<file path="config.mk">
export PLATFORM = sky130hd
export DESIGN_NAME = queue_key_input
export DESIGN_NICKNAME = d
export VERILOG_FILES = /design/src/rtl/queue_key_input.sv
export SDC_FILE = /design/constraint.sdc
export NUM_CORES = 1
export LEC_CHECK = 0
export CAP_MARGIN = 40
export CORE_MARGIN = 2
export CORE_UTILIZATION = 45
export DETAILED_ROUTE_END_ITERATION = 7
export GPL_TIMING_DRIVEN = 0
export MAX_ROUTING_LAYER = met4
export PLACE_DENSITY = 0.71
export SYNTH_ARGS = -nofsm -noshare
export SYNTH_HDL_FRONTEND = slang
export SYNTH_SLANG_ARGS = --single-unit
export TNS_END_PERCENT = 30
</file>
<file path="constraint.sdc">
create_clock -name clk -period 4.4 [get_ports clk]
set_input_delay 1.1 -clock clk [delete_from_list [all_inputs] [get_ports clk]]
set_output_delay 1.1 -clock clk [all_outputs]
set_load 0.02 [all_outputs]
</file>
<file path="src/rtl/queue_key_input.sv">
// Button/switch conditioning in front of the queue controller:
// synchronise, debounce, and emit one enq/deq pulse per press.
module key_debounce #(
    parameter int N = 1000000
) (
    input  logic clk,
    input  logic rst,
    input  logic s,
    output logic req
);
    localparam int CW = (N > 1) ? $clog2(N) : 1;
    localparam logic [CW-1:0] LAST = CW'(N - 1);
    localparam logic [CW-1:0] ONE = CW'(1);

    typedef enum logic [1:0] {
        IDLE,
        PRESS_WAIT,
        PRESSED,
        RELEASE_WAIT
    } state_t;

    state_t state_q, state_d;
    logic [CW-1:0] cnt_q, cnt_d;

    always_ff @(posedge clk) begin
        if (rst) begin
            state_q <= IDLE;
            cnt_q   <= '0;
        end else begin
            state_q <= state_d;
            cnt_q   <= cnt_d;
        end
    end

    always_comb begin
        state_d = state_q;
        cnt_d   = cnt_q;
        req     = 1'b0;
        unique case (state_q)
            IDLE: begin
                if (s) begin
                    state_d = PRESS_WAIT;
                    cnt_d   = '0;
                end
            end
            PRESS_WAIT: begin
                if (!s) begin
                    state_d = IDLE;
                end else if (cnt_q == LAST) begin
                    state_d = PRESSED;
                    req     = 1'b1;
                end else begin
                    cnt_d = cnt_q + ONE;
                end
            end
            PRESSED: begin
                if (!s) begin
                    state_d = RELEASE_WAIT;
                    cnt_d   = '0;
                end
            end
            RELEASE_WAIT: begin
                if (s) begin
                    state_d = PRESSED;
                end else if (cnt_q == LAST) begin
                    state_d = IDLE;
                end else begin
                    cnt_d = cnt_q + ONE;
                end
            end
            default: state_d = IDLE;
        endcase
    end
endmodule

module queue_key_input #(
    parameter int DEBOUNCE_CYCLES = 1000000,
    parameter int WIDTH = 4
) (
    input  logic             clk,
    input  logic             rst,
    input  logic             btn_enq,
    input  logic             btn_deq,
    input  logic [WIDTH-1:0] sw,
    output logic             enq,
    output logic             deq,
    output logic [WIDTH-1:0] in
);
    logic [1:0] enq_sync;
    logic [1:0] deq_sync;
    logic [WIDTH-1:0] sw_m;
    logic [WIDTH-1:0] sw_s;
    logic req_e;
    logic req_d;
    logic deq_pending;

    always_ff @(posedge clk) begin
        if (rst) begin
            enq_sync <= '0;
            deq_sync <= '0;
            sw_m     <= '0;
            sw_s     <= '0;
        end else begin
            enq_sync <= {enq_sync[0], btn_enq};
            deq_sync <= {deq_sync[0], btn_deq};
            sw_m     <= sw;
            sw_s     <= sw_m;
        end
    end

    key_debounce #(.N(DEBOUNCE_CYCLES)) u_enq (
        .clk (clk),
        .rst (rst),
        .s   (enq_sync[1]),
        .req (req_e)
    );

    key_debounce #(.N(DEBOUNCE_CYCLES)) u_deq (
        .clk (clk),
        .rst (rst),
        .s   (deq_sync[1]),
        .req (req_d)
    );

    // enq wins a collision; the deq is deferred one cycle, never dropped
    always_ff @(posedge clk) begin
        if (rst) begin
            enq         <= 1'b0;
            deq         <= 1'b0;
            deq_pending <= 1'b0;
            in          <= '0;
        end else begin
            enq         <= req_e;
            deq         <= (req_d | deq_pending) & ~req_e;
            deq_pending <= req_e & (req_d | deq_pending);
            if (req_e) begin
                in <= sw_s;
            end
        end
    end
endmodule

</file>
## After elaboration in Yosys (flattened, before gate mapping)

Cells that the tools add are included.

- Flip-flop bits (word level): 63
- Output and inout bits: 6
- Logic and storage cells: 76

- Equality and inequality tests: 20
- Bitwise gates (word level): 4
- Add/sub/neg operators: 2
- Muxes and demuxes: 32
- Reduce and logical (&&, ||, !) cells: 6

Operators by type and width:

| kind | number |
|---|---|
| $mux 20 | 10 |
| $pmux 20 s4 | 2 |
| $add 20x1->20 const B | 2 |
| $eq 20x20->1 const B | 2 |
| $mux 2 | 12 |
| $ne 2x2->1 const B | 8 |
| $pmux 2 s4 | 2 |
| $reduce_and 4->1 | 4 |
| $ne 3x2->1 const B | 4 |
| $eq 2x2->1 const B | 4 |
| $mux 1 | 6 |
| $eq 2x1->1 const B | 2 |
| $logic_not 2->1 | 2 |
| $and 1x1->1 | 2 |
| $not 1->1 | 1 |
| $or 1x1->1 | 1 |

## Depth between registers and ports, before layout

Gate-level depths: netlist of the first run.

- Depth after elaboration: 6
- Mapped depth: 7
- Mapped depth without buffers: 6

## Cells and area by module

From an unflattened synthesis of the first run, not the netlist that was laid out.

- Cells, all modules: 315
- Area, all modules: 2,940.3 sq um

Modules (own cells, without submodules):

| module | times used | sequential area each (sq um) | cells an instance | area an instance (sq um) |
|---|---|---|---|---|
| key_debounce | 2 | 440.4 | 135 | 1,172.4 |
| queue_key_input | 1 | 380.4 | 45 | 595.6 |

## Worst setup path before layout of the first run

No wires, ideal clock.

- Path type: input -> register
- From: in rst
- To: reg u_deq.cnt_q[10]
- Path buffers: 1
- Path slack: 2.279 ns
- Data arrival time: 2.062 ns
- Stages on the path: 4
- Cell sequence: or2_2 > clkbuf_1 > or4_1 > nand2_1

RTL lines:

| element | RTL line | RTL |
|---|---|---|
| from (decl) | 81 | `input logic rst,` |
| to (signal assigned) | 31 | `cnt_q <= cnt_d;` |
| to (decl) | 23 | `logic [CW-1:0] cnt_q, cnt_d;` |

## Worst setup path in the final report of the first run

- From: reg in[0]
- To: out in[0]

RTL lines:

| element | RTL line | RTL |
|---|---|---|
| from (decl) | 87 | `output logic [WIDTH-1:0] in` |
| from (signal assigned) | 137 | `in <= sw_s;` |

No word-level cell between the ends.

==> impl_results.md, run 1 <==
- Status: finished, final reports clean
- Crit path time final: 2.39 ns
- Finished Layout Cells: 399
- Slew headroom: 0.448
- Arrival @ worst endpoint: 1.29 ns
- Clock tree buffer depth: 2
- Max-cap violations: 0
- Most frequent cells in the layout: dfxtp_1, nor2_1, xnor2_1
- Row Count: 28
- Commonest non-fill, non-tap cell in the layout: dfxtp_1
- Post-synth EDFFs: 0
- CP max-delay cell: clkdlybuf4s50_1
- Post-Route Setup TNS: 0 ns
- Avg WL per Cell: 12.9 microns
- Grt ovf: 0
- # setup viols final: 0
- Sw Pwr: 0.000237 W
- Total number of vias: 2137
- Cells after DPL: 384
- R2R Path Start: u_deq.cnt_q[0]$_SDFFE_PP0P_
- Number of distinct library cells after synthesis: 48
- Pleak: 1.12 nW
- Area leader, netlist: dfxtp_1
- Antenna Violating Nets Remaining: 0
- Layout overhead on the synthesized area: 15.4%
- CTS tree: built
- Drt pass-1 iters: 4
- Crit end category: output pin
- Hold depth: 1
- Buf/Inv on CP: 1
- Post-CTS setup buffer count: 0
- Fin Clk Skew: 0.00791 ns
- Synth area leaders: dfxtp_1, xnor2_1, nor2_1
- Total Power: 0.00112 W
- Register area share after synthesis: 0.461
- Root Driver: clkbuf_8
- Critical path's top delay family: buffers and inverters
- Post-CTS Resized: 0
- RSZ-0062 raised after global routing: no
- WS Path Type: reg -> out
- Worst Reg2Reg Path Length in Cells: 7
- Clk pin slew, worst setup/hold paths: 0.07 ns
- Layout Nets: 330
- Reg power frac: 0.519
- Post-synth ARST share: 0
- Synthesized net count: 306
- I/O pin count: 14
- Comb pwr share: 0.030
- Antenna cells: 0
- CP Launch Type: flop
- Skew-Pair Late Insertion Delay: 0.34 ns
- Post-DR vias/cell: 5.36
- CTS Buf Count: 9
- Synth top area share: 0.461
- Final Max Tran Viols: 0
- Die Y: 82.0 microns
- HPWL after detailed placement: 3510 microns
- Starting density of the core: 0.465
- Global-route usage over all layers: 0.182
- Vias in the first global route: 1955
- Gpl congestion: 0.807
- Setup WS pre-CTS: 1.68 ns
- Hold WS: 0.439 ns
- Synth warn: 0
- Fin. Hold Viols: 0
- Cell Chain, Critical Path: clkdlybuf4s50_1
- Sequential Area: 1260 sq um
- Critical path required time: 3.30 ns
- Top FF cell, synth: dfxtp_1
- IO buf count: 13
- CTS hold repair buffers: 0
- Slew @ Worst Pin: 0.822 ns
- Initial antenna violation count: 0
- Power share of the clock group: 0.451
- Max FO, Critical Path: 2
- CP Depth: 1
- Initial DRC count: 67
- Slack of the critical path: 2.01 ns
- Largest net degree at the start of global routing: 11
- First-pass GRT wire length: 9050 microns
- Setup crit end: in[0]
- HP Class: reg -> reg
- Detailed Route WL: 5130 microns
- Ratio of cells with drive above 1 in the final layout: 0.0864
- Internal power: 0.000879 W
- Post-Syn Area per Cell: 9.25 sq um
- Synth Register Bits: 63
- CTS sink count: 63
- Worst Setup SP: in[0]$_SDFFE_PP0P_
- Chip width: 82.0 microns
- Area of the multi-input gates: 1410 sq um
- # DRC: 0
- Core outline area: 5890 sq um
- Fillers: 549
- Final worst-path cycle share: 0.542
- Worst flop-to-flop path endpoint: u_deq.cnt_q[6]$_SDFFE_PP0P_
- Worst reg2reg setup slack: 2.20 ns
- Pwr dens: 353 nW/um^2
- # H-tree levels: 3
- Die Area: 6720 sq um
- Max IR drop VDD: 243 uV
- Synthesized cell area: 2740 sq um
- Synth Instances: 296
- Sw Ratio: 0.212
- Fmax: 419 MHz
- CP peak stage delay: 0.61 ns
-- cell usage after synthesis (3+ instances only) --
cell and instances:
nand3_1 13, and3_1 5, nand4_1 11, or4_1 4, buf_2 3, nor4b_1 3
o21ai_0 7, nor3_1 13, and4_1 4, or3_1 5, a21oi_1 11, a2111oi_0 3
xnor2_1 24, mux2i_1 8, dfxtp_1 63, nand2_1 15, nor2_1 40, inv_1 6
nor2b_1 14, clkbuf_1 5
-- registers in the layout, summed over array words and instances (netlist names), named ones only --
| register | flops |
|---|---|
| u_deq.cnt_q | 20 |
| u_enq.cnt_q | 20 |
| in | 4 |
| sw_m | 4 |
| sw_s | 4 |
| deq_sync | 2 |
| enq_sync | 2 |
| deq | 1 |
| deq_pending | 1 |
| enq | 1 |
| u_deq.state_q | 1 |
| u_enq.state_q | 1 |
-- through the flow --
stage               utilization  instance area, sq um
floorplan                     -                  2740
global placement          0.503                  2960
detailed placement        0.503                  2960
CTS                       0.537                  3160
global route              0.537                  3160
finish                    0.537                  3160
-- worst min-delay path by stage --
stage / endpoint / startpoint
3_5_place_dp: deq_sync[1]$_SDFF_PP0_ / deq_sync[0]$_SDFF_PP0_
2_1_floorplan: deq_sync[1]$_SDFF_PP0_ / deq_sync[0]$_SDFF_PP0_
3_3_place_gp: enq_sync[1]$_SDFF_PP0_ / enq_sync[0]$_SDFF_PP0_
5_1_grt: deq_sync[1]$_SDFF_PP0_ / deq_sync[0]$_SDFF_PP0_
4_1_cts: sw_s[3]$_SDFF_PP0_ / sw_m[3]$_SDFF_PP0_
6_report: sw_s[3]$_SDFF_PP0_ / sw_m[3]$_SDFF_PP0_
-- area by class of cell --
| cell class | count | area share |
|---|---|---|
| flip-flops and latches | 63 | 0.399 |
| plain buffers | 10 | 0.0154 |
| repair buffers | 13 | 0.0412 |
| well taps | 75 | 0.0297 |
| clock buffers | 12 | 0.0491 |
| inverters | 6 | 0.00713 |
| clock inverters | 3 | 0.0135 |
| multi-input cells | 217 | 0.445 |
-- power by group through the flow --
stage	sequential, W	combinational, W	clock [W]
after floorplan	0.000591	0.0000203	0
after global placement	0.000592	0.0000332	0
after detailed placement	0.000592	0.0000336	0
after CTS	0.000579	0.0000338	0.000514
after global routing	0.000580	0.0000374	0.000539
final	0.000579	0.0000333	0.000503
-- logic make-up (layout without fill, tap and decap cells) --
kind of cell / after synthesis / in the layout / synth area share
AND/OR/NAND/NOR: 146 / 146 / 0.303
flip-flops: 63 / 63 / 0.461
AO/OA/AOI/OAI: 35 / 35 / 0.0855
XOR/XNOR: 26 / 26 / 0.0859
buffers and inverters: 16 / 44 / 0.0260
multiplexers: 8 / 8 / 0.0293
adder cells (fa/ha/maj): 2 / 2 / 0.00914
-- layer usage --
metal / wire, microns / up-vias / part of all wire / GRT usage
met3: 207 / 7 / 0.040 / 0.0451
met1: 2550 / 981 / 0.50 / 0.229
met5: 0 / - / 0 / -
met2: 2280 / 44 / 0.44 / 0.270
met4: 95 / 0 / 0.019 / 0.0917
li1: - / 1105 / - / -
Note: power is estimated with default switching activity, not from simulation.
==> run 2: changes to the inputs <==
--- a/config.mk
+++ b/config.mk
@@ -11,7 +11,7 @@
 export DETAILED_ROUTE_END_ITERATION = 7
 export GPL_TIMING_DRIVEN = 0
 export MAX_ROUTING_LAYER = met4
-export PLACE_DENSITY = 0.71
+export PLACE_DENSITY = 0.73
 export SYNTH_ARGS = -nofsm -noshare
 export SYNTH_HDL_FRONTEND = slang
 export SYNTH_SLANG_ARGS = --single-unit
==> constraint.sdc (replaced) <==
create_clock -name clk -period 2.05 [get_ports clk]
set_input_delay 0.5125 -clock clk [delete_from_list [all_inputs] [get_ports clk]]
set_output_delay 0.5125 -clock clk [all_outputs]
set_load 0.02 [all_outputs]
==> run 2 against run 1 <==
Effect of this change: final cell count up 0.25%; critical path type is now reg -> reg; first-iteration DRC count is 46% higher; non-clock buffer count stayed put; sequential power rose by 110%; routed wire length up 2.0%; clock skew is 0.0012 ns lower; via count up 2.9%; setup slack worse by 1.9 ns; critical endpoint is now in[3]$_SDFFE_PP0P_; sequential share of layout area fell by 0.20 points.
==> impl_results.md, run 2 (synthesis results as in run 1) <==
- CTS hold repair buffers: 0
- Pleak: 1.12 nW
- Initial antenna violation count: 0
- Commonest non-fill, non-tap cell in the layout: dfxtp_1
- CP Launch Type: flop
- Metal3 WL: 224 microns
- HPWL after detailed placement: 3570 microns
- Gpl congestion: 0.880
- R2R Path Start: u_enq.cnt_q[13]$_SDFFE_PP0P_
- Die Area: 6720 sq um
- Root Driver: clkbuf_8
- Antenna Violating Nets Remaining: 0
- Arrival @ worst endpoint: 2.17 ns
- Max FO, Critical Path: 10
- Fin. Hold Viols: 0
- IO buf count: 13
- Chip width: 82.0 microns
- Worst Setup SP: u_enq.cnt_q[13]$_SDFFE_PP0P_
- Antenna cells: 0
- Grt ovf: 0
- Regs by FF count: u_deq.cnt_q: 20 flops, u_enq.cnt_q: 20 flops
- # DRC: 0
- Max IR drop VDD: 524 uV
- Critical path required time: 2.26 ns
- Layout overhead on the synthesized area: 16.5%
- Status: finished, final reports clean
- Post-DR vias/cell: 5.50
- Initial DRC count: 98
- CP peak stage delay: 0.54 ns
- RSZ-0062 raised after global routing: yes
- Final Max Tran Viols: 0
- Clk pin slew, worst setup/hold paths: 0.07 ns
- Hold WS: 0.436 ns
- Slew headroom: 0.599
- Starting density of the core: 0.465
- Post-layout util: 0.542
- WS Path Type: reg -> reg
- Cell Chain, Critical Path: or4b_4, nor4_4, buf_6, nand4b_4, mux2i_1, nor2_1
- Clock tree buffer depth: 2
- Die Y: 82.0 microns
- CTS Buf Count: 9
- Vias in the first global route: 1974
- Wl on met1: 2430 microns
- CTS sink count: 63
- Global-route usage over all layers: 0.178
- Max-cap violations: 0
- Fin Clk Skew: 0.00670 ns
- Row Count: 28
- # setup viols final: 0
- Layout Nets: 330
- Most frequent cells in the layout: dfxtp_1, nor2_1, xnor2_1
- Met2 WL: 2490 microns
- Crit end category: flop
- Total number of vias: 2199
- Detailed Route WL: 5230 microns
- Worst flop-to-flop path endpoint: in[3]$_SDFFE_PP0P_
- Setup crit end: in[3]$_SDFFE_PP0P_
- Worst Reg2Reg Path Length in Cells: 6
- Max layer used: met4
- Fmax: 510 MHz
- Pwr dens: 750 nW/um^2
- # H-tree levels: 3
- Slew @ Worst Pin: 0.586 ns
- HP Class: reg -> reg
- Skew-Pair Late Insertion Delay: 0.34 ns
- Core outline area: 5890 sq um
- CTS tree: built
- Crit path time final: 1.96 ns
- Ratio of cells with drive above 1 in the final layout: 0.120
- First-pass GRT wire length: 8880 microns
- CP max-delay cell: or4b_4
- Drt pass-1 iters: 4
- Avg WL per Cell: 13.1 microns
- Worst reg2reg setup slack: 0.09 ns
- Largest net degree at the start of global routing: 12
- I/O pin count: 14
- Final worst-path cycle share: 0.957
[run 2: cell types whose count changed in the layout (fill, tap and decap cells not counted), moves of 2 or more]
cell and change:
dfxtp_1 -5, dfxtp_2 +5, clkbuf_1 -2, clkinvlp_4 +2
[run 2: worst min-delay path by stage]
stage	depth (start not counted)	from	endpoint	slack, ns
after global placement	1	sw_m[0]$_SDFF_PP0_	sw_s[0]$_SDFF_PP0_	0.42
after CTS	1	sw_m[0]$_SDFF_PP0_	sw_s[0]$_SDFF_PP0_	0.44
final	1	sw_m[0]$_SDFF_PP0_	sw_s[0]$_SDFF_PP0_	0.44
after detailed placement	1	sw_m[0]$_SDFF_PP0_	sw_s[0]$_SDFF_PP0_	0.42
after global routing	1	sw_m[0]$_SDFF_PP0_	sw_s[0]$_SDFF_PP0_	0.46
after floorplan	1	deq_sync[0]$_SDFF_PP0_	deq_sync[1]$_SDFF_PP0_	0.41
[run 2: final cells by class]
| class | count | area (sq um) |
|---|---|---|
| timing repair buffer | 14 | 138 |
| buffer | 9 | 48.8 |
| inverter | 6 | 22.5 |
| clock buffer | 11 | 141 |
| clock inverter | 5 | 57.6 |
| fill | 543 | 2700 |
| sequential | 63 | 1270 |
| multi-input combinational | 217 | 1420 |
| tap | 75 | 93.8 |
[run 2: critical path: cells and delay by family, from the launching register on]
kind,cells,cell delay [ns]
flops,1,0.36
buf+inv,1,0.18
simple gates,4,1.10
mux,1,0.19
[run 2: power breakdown]
part	switching (W)	internal (W)	total, W
sequential	0.00000680	0.00124	0.00124
combinational	0.0000424	0.0000309	0.0000733
clock	0.000482	0.000592	0.00107
total	0.000532	0.00186	0.00239
[run 2: repair_timing]
action                                  in CTS  in global routing
endpoints found under the setup margin      10                 40
pin swaps                                    1                  1
buffers inserted                             1                  0
resized for setup                            0                 12
[run 2: metal layers]
metal / global-route usage / up-vias
met5: - / -
met4: 0.0633 / 0
met3: 0.0604 / 7
met2: 0.292 / 44
met1: 0.201 / 1044
li1: - / 1104
[run 2: metrics by stage]
step / power [W] / instances / worst slack, ns / instance area (sq um) / TNS, ns
after floorplan: 0.00131 / 296 / 0.207 / 2740 / 0
after detailed placement: 0.00134 / 384 / -0.138 / 2960 / -1.45
after CTS: 0.00242 / 401 / 0.0492 / 3170 / 0
after global placement: 0.00134 / 384 / -0.122 / 2960 / -1.30
after global routing: 0.00248 / 400 / -0.00633 / 3190 / -0.0104
final: 0.00239 / 400 / 0.0885 / 3190 / 0
